==> src/rtl/intersection_scheduler.sv <==
// Phase scheduler for a main/side road intersection with one pedestrian crossing.
// Main green is the resting phase. Side-road and pedestrian requests are latched and
// served after the main green minimum. When both are waiting, they are served in
// alternation. All phase timing advances only on the 'tick' enable.
module intersection_scheduler #(
    parameter int GREEN_MIN = 8,
    parameter int GREEN_MAX = 32,
    parameter int YELLOW_T  = 3,
    parameter int WALK_T    = 6,
    parameter int ALLRED_T  = 1,
    parameter int CW        = 6
) (
    input  logic       clock,
    input  logic       clear,
    input  logic       tick,
    input  logic       side_req,
    input  logic       ped_req,
    output logic [1:0] main_light,
    output logic [1:0] side_light,
    output logic [1:0] walk,
    output logic       ped_grant,
    output logic [2:0] phase
);

    localparam logic [2:0] MAIN_GRN = 3'd0;
    localparam logic [2:0] MAIN_YEL = 3'd1;
    localparam logic [2:0] ALLRED_A = 3'd2;
    localparam logic [2:0] SIDE_GRN = 3'd3;
    localparam logic [2:0] SIDE_YEL = 3'd4;
    localparam logic [2:0] WALK_ST  = 3'd5;
    localparam logic [2:0] WALK_FL  = 3'd6;
    localparam logic [2:0] ALLRED_B = 3'd7;

    localparam logic SRV_SIDE = 1'b0;
    localparam logic SRV_PED  = 1'b1;

    localparam logic [1:0] LT_RED = 2'd0;
    localparam logic [1:0] LT_YEL = 2'd1;
    localparam logic [1:0] LT_GRN = 2'd2;

    localparam logic [CW-1:0] GMIN_M1 = CW'(GREEN_MIN - 1);
    localparam logic [CW-1:0] GMAX_M1 = CW'(GREEN_MAX - 1);
    localparam logic [CW-1:0] YEL_M1  = CW'(YELLOW_T - 1);
    localparam logic [CW-1:0] WALK_M1 = CW'(WALK_T - 1);
    localparam logic [CW-1:0] AR_M1   = CW'(ALLRED_T - 1);
    localparam logic [CW-1:0] T_SAT   = {CW{1'b1}};

    logic [2:0]    state_r;
    logic [2:0]    next_state_s;
    logic [CW-1:0] timer_r;
    logic          side_pend_r;
    logic          ped_pend_r;
    logic          last_srv_r;
    logic          state_chg_s;
    logic [1:0]    main_light_s;
    logic [1:0]    side_light_s;
    logic [1:0]    walk_s;
    logic [1:0]    main_light_r;
    logic [1:0]    side_light_r;
    logic [1:0]    walk_r;
    logic          ped_grant_r;
    logic [2:0]    phase_r;

    // A phase of length D ends on the tick where the timer reads D-1.
    function automatic logic expire(input logic t, input logic [CW-1:0] cnt,
                                    input logic [CW-1:0] d_m1);
        return t && (cnt == d_m1);
    endfunction

    assign state_chg_s = (next_state_s != state_r);

    // Next-phase selection; transitions are only evaluated on tick.
    always_comb begin
        next_state_s = state_r;
        case (state_r)
            MAIN_GRN: begin
                if (tick && (timer_r >= GMIN_M1) && (side_pend_r || ped_pend_r)) begin
                    next_state_s = MAIN_YEL;
                end else begin
                    next_state_s = state_r;
                end
            end
            MAIN_YEL: begin
                if (expire(tick, timer_r, YEL_M1)) begin
                    next_state_s = ALLRED_A;
                end else begin
                    next_state_s = state_r;
                end
            end
            ALLRED_A: begin
                if (expire(tick, timer_r, AR_M1)) begin
                    if (side_pend_r && !ped_pend_r) begin
                        next_state_s = SIDE_GRN;
                    end else if (!side_pend_r && ped_pend_r) begin
                        next_state_s = WALK_ST;
                    end else if (side_pend_r && ped_pend_r) begin
                        next_state_s = (last_srv_r == SRV_SIDE) ? WALK_ST : SIDE_GRN;
                    end else begin
                        next_state_s = ALLRED_B;
                    end
                end else begin
                    next_state_s = state_r;
                end
            end
            SIDE_GRN: begin
                if (tick && (((timer_r >= GMIN_M1) && !side_req) || (timer_r == GMAX_M1))) begin
                    next_state_s = SIDE_YEL;
                end else begin
                    next_state_s = state_r;
                end
            end
            SIDE_YEL: begin
                if (expire(tick, timer_r, YEL_M1)) begin
                    next_state_s = ALLRED_B;
                end else begin
                    next_state_s = state_r;
                end
            end
            WALK_ST: begin
                if (expire(tick, timer_r, WALK_M1)) begin
                    next_state_s = WALK_FL;
                end else begin
                    next_state_s = state_r;
                end
            end
            WALK_FL: begin
                if (expire(tick, timer_r, YEL_M1)) begin
                    next_state_s = ALLRED_B;
                end else begin
                    next_state_s = state_r;
                end
            end
            ALLRED_B: begin
                if (expire(tick, timer_r, AR_M1)) begin
                    next_state_s = MAIN_GRN;
                end else begin
                    next_state_s = state_r;
                end
            end
            default: next_state_s = MAIN_GRN;
        endcase
    end

    // Light decode of the upcoming phase, so the registered lights track the state register.
    always_comb begin
        main_light_s = LT_RED;
        side_light_s = LT_RED;
        walk_s       = LT_RED;
        case (next_state_s)
            MAIN_GRN: main_light_s = LT_GRN;
            MAIN_YEL: main_light_s = LT_YEL;
            SIDE_GRN: side_light_s = LT_GRN;
            SIDE_YEL: side_light_s = LT_YEL;
            WALK_ST:  walk_s       = LT_GRN;
            WALK_FL:  walk_s       = LT_YEL;
            default:  main_light_s = LT_RED;
        endcase
    end

    // Phase register and phase timer (restarts on every phase change, saturates).
    always_ff @(posedge clock or posedge clear) begin
        if (clear) begin
            state_r <= MAIN_GRN;
            timer_r <= {CW{1'b0}};
        end else begin
            state_r <= next_state_s;
            if (state_chg_s) begin
                timer_r <= {CW{1'b0}};
            end else if (tick && (timer_r != T_SAT)) begin
                timer_r <= timer_r + {{(CW-1){1'b0}}, 1'b1};
            end else begin
                timer_r <= timer_r;
            end
        end
    end

    // Request latches and round-robin memory; clearing on service entry beats a new request.
    always_ff @(posedge clock or posedge clear) begin
        if (clear) begin
            side_pend_r <= 1'b0;
            ped_pend_r  <= 1'b0;
            last_srv_r  <= SRV_PED;
        end else begin
            if (state_chg_s && (next_state_s == SIDE_GRN)) begin
                side_pend_r <= 1'b0;
                last_srv_r  <= SRV_SIDE;
            end else if (side_req && (state_r != SIDE_GRN)) begin
                side_pend_r <= 1'b1;
            end else begin
                side_pend_r <= side_pend_r;
            end
            if (state_chg_s && (next_state_s == WALK_ST)) begin
                ped_pend_r <= 1'b0;
                last_srv_r <= SRV_PED;
            end else if (ped_req && (state_r != WALK_ST)) begin
                ped_pend_r <= 1'b1;
            end else begin
                ped_pend_r <= ped_pend_r;
            end
        end
    end

    // Registered outputs, updated in the same edge as the phase register.
    always_ff @(posedge clock or posedge clear) begin
        if (clear) begin
            main_light_r <= LT_GRN;
            side_light_r <= LT_RED;
            walk_r       <= LT_RED;
            ped_grant_r  <= 1'b0;
            phase_r      <= MAIN_GRN;
        end else begin
            main_light_r <= main_light_s;
            side_light_r <= side_light_s;
            walk_r       <= walk_s;
            ped_grant_r  <= state_chg_s && (next_state_s == WALK_ST);
            phase_r      <= next_state_s;
        end
    end

    assign main_light = main_light_r;
    assign side_light = side_light_r;
    assign walk       = walk_r;
    assign ped_grant  = ped_grant_r;
    assign phase      = phase_r;

endmodule

==> config.mk <==
export PLATFORM = sky130hd
export DESIGN_NAME = intersection_scheduler
export DESIGN_NICKNAME = d
export VERILOG_FILES = /design/src/rtl/intersection_scheduler.sv
export SDC_FILE = /design/constraint.sdc
export NUM_CORES = 1
export LEC_CHECK = 0
export BUFFER_PORTS_ARGS = -buffer_cell sky130_fd_sc_hd__clkbuf_2
export CORE_MARGIN = 4
export CORE_UTILIZATION = 30
export CTS_BUF_LIST = sky130_fd_sc_hd__clkbuf_8
export DETAILED_ROUTE_END_ITERATION = 7
export HOLD_SLACK_MARGIN = 0.05
export PLACE_DENSITY = 0.44
export SYNTH_ARGS = -nofsm -noshare
export SYNTH_HDL_FRONTEND = slang
export SYNTH_SLANG_ARGS = --single-unit
==> constraint.sdc <==
create_clock -name clock -period 2.2 [get_ports clock]
set_input_delay 0.22 -clock clock [delete_from_list [all_inputs] [get_ports clock]]
set_output_delay 0.22 -clock clock [all_outputs]
set_load 0.02 [all_outputs]
======== Yosys cells after proc, flatten, opt, wreduce, memory -nomap -nowiden ========
Cells that the tools add are included.
cells by class
  add/sub/neg operators ................... 1
  order comparisons ....................... 1
  eq/ne operators ......................... 19
  mux-type cells .......................... 23
  reduce and logical (&&, ||, !) cells .... 28
operators by type and width
  kind                                                 number
  2-to-1 mux 3 bit                                     11
  == test 3 bit, second input constant                 7
  one-hot mux 3 bit (7 select lines)                   1
  logical AND 1 bit                                    15
  2-to-1 mux 6 bit                                     2
  one-hot mux 2 bit (2 select lines)                   3
  == test 3 x 2 -> 1 bit, second input constant        3
  nonzero test 2 bit                                   4
  adder 6 x 1 -> 6 bit, second input constant          1
  == test 3 x 1 -> 1 bit, second input constant        2
  == test 6 x 2 -> 1 bit, second input constant        1
  == test 6 x 3 -> 1 bit, second input constant        1
  == test 6 x 5 -> 1 bit, second input constant        1
  >= comparator 6 x 3 -> 1 bit, second input constant  1
  zero test 3 bit                                      2
  zero test 6 bit                                      1
  2-to-1 mux 1 bit                                     6
  != test 6 bit, second input constant                 1
  zero test 1 bit                                      3
  != test 3 x 2 -> 1 bit, second input constant        1
  != test 3 bit                                        1
  != test 3 bit, second input constant                 1
  logical OR 1 bit                                     2
  OR reduction 2 bit                                   1
storage, ports and cells
  register bits after elaboration ......... 19
  bits of input ports ..................... 5
  output and inout port bits .............. 10
  logic and storage cells ................. 81

======== Depth between registers and ports, before layout ========
  depth in word-level cells ............... 10
  gate-level depth with buffers ........... 9
  mapped depth without buffers ............ 9

======== Worst setup path after synthesis ========
OpenSTA, ideal clock, no wires.
  path kind ............................... flip-flop to flip-flop
  start ................................... register timer_r[0]
  end ..................................... register ped_pend_r
  library setup time ...................... 69 ps
  arrival time ............................ 1934 ps
  data required time ...................... 2131 ps
  path slack .............................. 197 ps
  cell stages (with the launch flop) ...... 8
  buffers on the path ..................... 0
  period minus slack after synthesis ...... 2003 ps
  cells stage by stage .................... dfrtp_1 > ha_1 > a2111oi_4 > nor3b_1 > o32a_1 > a31o_4 > and4_4 > nor2_2
between the ends
  cells in the longest elaborated chain, start to end .. 9
  elaborated cells between the ends (all ways) .. 26
  those cells by class .................... order compare (1); eq/ne (5); mux (9); reduce/logical (11)
ends and longest elaborated chain
  element                                                        RTL line  source
  start: declaration                                             50        logic [CW-1:0] timer_r;
  start signal: assignment                                       164       timer_r <= {CW{1'b0}};
  start signal: assignment                                       168       timer_r <= {CW{1'b0}};
  start signal: assignment                                       170       timer_r <= timer_r + {{(CW-1){1'b0}}, 1'b1};
  >= comparator 6 x 3 -> 1 bit                                   77, 106
  logical AND 1 bit                                              106       if (tick && (((timer_r >= GMIN_M1) && !side_req) || (timer_r == GMAX_M1))) begin
  logical OR 1 bit                                               106
  logical AND 1 bit                                              106
  2-to-1 mux 3 bit                                               106
  one-hot mux 3 bit (7 select lines) *                           75        case (state_r)
  != test 3 bit / == test 3 bit (equally long branches)          70, 192
  logical AND 1 bit *                                            192       if (state_chg_s && (next_state_s == WALK_ST)) begin
  2-to-1 mux 1 bit / nonzero test 2 bit (equally long branches)  --
  end signal: assignment                                         198       ped_pend_r <= ped_pend_r;
  end: declaration                                               52        logic ped_pend_r;
Mark *: on every way between the ends. The rest lies on a longest branch, timed or not.
A chain may end at the register's enable or synchronous reset.

======== Worst setup path in the final report ========
  start ................................... register timer_r[3]
  end ..................................... register ped_pend_r
Same word-level chain as after synthesis.

==> flow_metrics.py <==
metrics = {
    "power_and_ir_drop": {
        "p_int_w": 0.000917,
        "swShare": 0.444,
        "cellLeakagePower_nw": 0.620,
        "seq_power_share": 0.355,
        "netSwitchingPower_w": 0.000731,
        "p_total_w": 0.00165,
        "irDropWorstVdd_uv": 513,
        "p_comb_frac": 0.505,
        "cellPowerDensity_nw_per_um2": 1270,
        "clkPwrFrac": 0.140,
    },
    "synth": {
        "avgSynthCellArea_um2": 10.0,
        "synth_cell_type_count": 39,
        "synth_area_um2": 1090,
        "synthCells": 109,
        "post-synth-top-count-cell": "dfrtp_1",
        "yosys_warnings": 0,
        "synth_ff_type": "dfrtp_1",
        "synth_top_cell_area_share": 0.390,
        "ys_top_cells_by_count": "dfrtp_1, nor2_1, inv_1",
        "synth_nets": 118,
        "synth_seq_cells": 19,
        "synth_largest_area_cell": "dfrtp_1",
        "synth_edf_count": 0,
        "synth-seq-area-share": 0.439,
        "synth.area.top_cells": "dfrtp_1, dfstp_2, ha_1, nor2_1, inv_1",
        "async_flop_share": 1.00,
    },
    "global_routing": {
        "antenna_found_initial": 0,
        "grt_pass1_wl_um": 4220,
        "grt_max_degree": 20,
        "grt_busiest_layer": "met1",
        "grtUsageMet2": 0.165,
        "first_global_vias": 890,
        "grt.overflow.total": 0,
        "grt.total_usage": 0.120,
        "use_met3": 0.0378,
        "met1_usage": 0.175,
    },
    "run_status": {
        "status": "finished, final reports clean",
    },
    "die": {
        "die_w_um": 68.3,
        "core_area_um2": 3420,
        "dieArea_um2": 4660,
        "num_rows": 21,
        "ios": 15,
        "start_util": 0.319,
        "die_h_um": 68.3,
    },
    "clock_network": {
        "tritoncts": "built",
        "clkTransAtPathRegs_ns": 0.07,
        "cts_buffers": 3,
        "cts.sinks": 19,
        "cts_setup_buffers": 0,
        "clock_latency_ns": 0.25,
        "clockBufferDepth": 2,
        "cts-root-buf": "clkbuf_8",
        "htreeDepth": 1,
    },
    "cells_and_area": {
        "layout-drive-gt1-share": 0.285,
        "fillers": 368,
        "fin_nets": 140,
        "multiInputGateArea_um2": 567,
        "diodes": 0,
        "final_area_um2": 1300,
        "seq_area_um2": 478,
        "area_delta_synth_final_pct": 19.3,
    },
    "critical_path": {
        "critPathCaptureType": "flop",
        "cp_max_fo": 8,
        "worstRegToRegCells": 6,
        "start_kind": "flop",
        "critical_path.max_stage_delay_ns": 0.49,
        "critPathRequiredTime_ns": 2.34,
        "reg2reg_from": "timer_r[3]",
        "critPathBufInv": 0,
        "cp_slowest_cell": "dfrtp_1",
        "reg2reg_to": "ped_pend_r",
        "crit_type": "flop to flop",
        "arrival_ns": 2.22,
        "rrSetupSlack_ns": 0.13,
        "critPathTopFamily": "compound AO/OA/AOI/OAI gates",
        "worstPathCellList": "nor4b_4, a21oi_1, a2111oi_2, a31o_4, and4_4, nor2_2",
    },
    "sta": {
        "timing.final.ws_setup_ns": 0.125,
        "setup-tns-final_ns": 0,
        "slew_violations": 0,
        "fin_crit_ns": 2.07,
        "skew_ns": 0.000696,
        "hold_viol": 0,
        "rsz0062_at_grt": "false",
        "slew-limit-headroom": 0.522,
        "finalSetupViolCount": 0,
        "fin_hold_ws_ns": 0.0587,
        "fmax_mhz": 482,
        "worstMarginPinSlew_ns": 0.716,
        "post-route-period-util": 0.943,
    },
    "routing": {
        "ant_nets": 0,
        "routed_via_density": 4.97,
        "vias": 875,
        "first_pass_iters": 4,
        "drtIter0Drc": 24,
        "wire_per_inst_um": 13.4,
        "drt_wl_total_um": 2370,
        "drc": 0,
    },
    "job": {
        "cap_viol_max_count": 0,
    },
    "min_path": {
        "min_path_type": "input port to async pin",
    },
    "placement": {
        "io_buffers": 14,
        "dp_hpwl_um": 1820,
        "pre_cts_ws_ns": 0.0681,
        "place_area_um2": 1240,
        "gp_congestion": 0.770,
    },
}
[timing repair]
item                                    4_1_cts  5_1_grt
endpoints found under the setup margin        0        8
resized for setup                             0        4
hold buffers                                  0        0
[kinds of logic (layout without fill, tap and decap cells)]
kind of cell / count (synthesis) / count (layout) / synth area share
mux: 1 / 1 / 0.00919
fa+ha+maj: 4 / 4 / 0.0459
flops: 19 / 19 / 0.439
buf+inv: 13 / 34 / 0.0528
xor+xnor: 4 / 4 / 0.0321
compound gates: 24 / 24 / 0.181
simple gates: 44 / 44 / 0.240
[worst reg2reg max path, stage by stage, from the launching register on]
cell and delay (ns):
dfrtp_1 0.49, nor4b_4 0.41, a21oi_1 0.16, a2111oi_2 0.43, a31o_4 0.21, and4_4 0.23, nor2_2 0.04
[worst max path at each step]
| stage | from | end | slack (ns) | depth (start not counted) |
|---|---|---|---|---|
| floorplan | timer_r[0] | ped_pend_r | 0.20 | 7 |
| global placement | timer_r[0] | timer_r[4] | 0.08 | 6 |
| detailed placement | timer_r[0] | side_light[0] | 0.07 | 8 |
| CTS | timer_r[0] | ped_pend_r | 0.06 | 7 |
| global route | timer_r[3] | ped_pend_r | 0.003 | 6 |
| finish | timer_r[3] | ped_pend_r | 0.13 | 6 |
[final cells by class]
| class | count | share of cell area |
|---|---|---|
| multi-input combinational | 77 | 0.436 |
| clock inverter | 1 | 0.00289 |
| timing repair buffer | 20 | 0.0885 |
| tap | 46 | 0.0443 |
| inverter | 10 | 0.0289 |
| clock buffer | 3 | 0.0318 |
| sequential | 19 | 0.368 |
[power by group through the flow]
| stage | logic [W] | registers [W] | clock network [W] |
|---|---|---|---|
| 2_1_floorplan | 0.000569 | 0.000625 | 0 |
| 3_3_place_gp | 0.000841 | 0.000594 | 0 |
| 3_5_place_dp | 0.000831 | 0.000591 | 0 |
| 4_1_cts | 0.000835 | 0.000585 | 0.000245 |
| 5_1_grt | 0.000930 | 0.000607 | 0.000263 |
| 6_report | 0.000832 | 0.000585 | 0.000231 |
[metal layers]
metal | wire length, µm | share of wire
met5 | 0 | 0
met2 | 1020 | 0.43
met1 | 1180 | 0.50
met3 | 141 | 0.060
met4 | 19 | 0.0080
[cells in the final DEF (no fill, tap or decap), drive strengths merged, types with 2 or more instances in the layout]
master / Yosys / final
a41oi: 2 / 2
buf: 2 / 6
o21ai: 6 / 6
nor2: 13 / 13
o21a: 2 / 2
dfrtp: 17 / 17
ha: 4 / 4
clkbuf: 1 / 17
a2111oi: 2 / 2
nand2b: 2 / 2
and2b: 2 / 2
a21oi: 5 / 5
nand3: 6 / 6
nand2: 4 / 4
dfstp: 2 / 2
and3: 3 / 3
nand4: 2 / 2
nor3: 4 / 4
nor3b: 3 / 3
inv: 10 / 11
xnor2: 4 / 4
a211oi: 2 / 2
[registers in the layout, indices dropped and copies added (netlist names)]
signal,cells
side_light,2
ped_grant,1
walk,2
side_pend_r,1
phase,3
timer_r,6
main_light,2
last_srv_r,1
ped_pend_r,1
[metrics by stage]
step	std cells	utilization
finish	176	0.381
floorplan	109	-
CTS	176	0.377
global placement	172	0.364
global route	176	0.381
detailed placement	172	0.364
No activity file was read; power rests on OpenSTA's default activity.
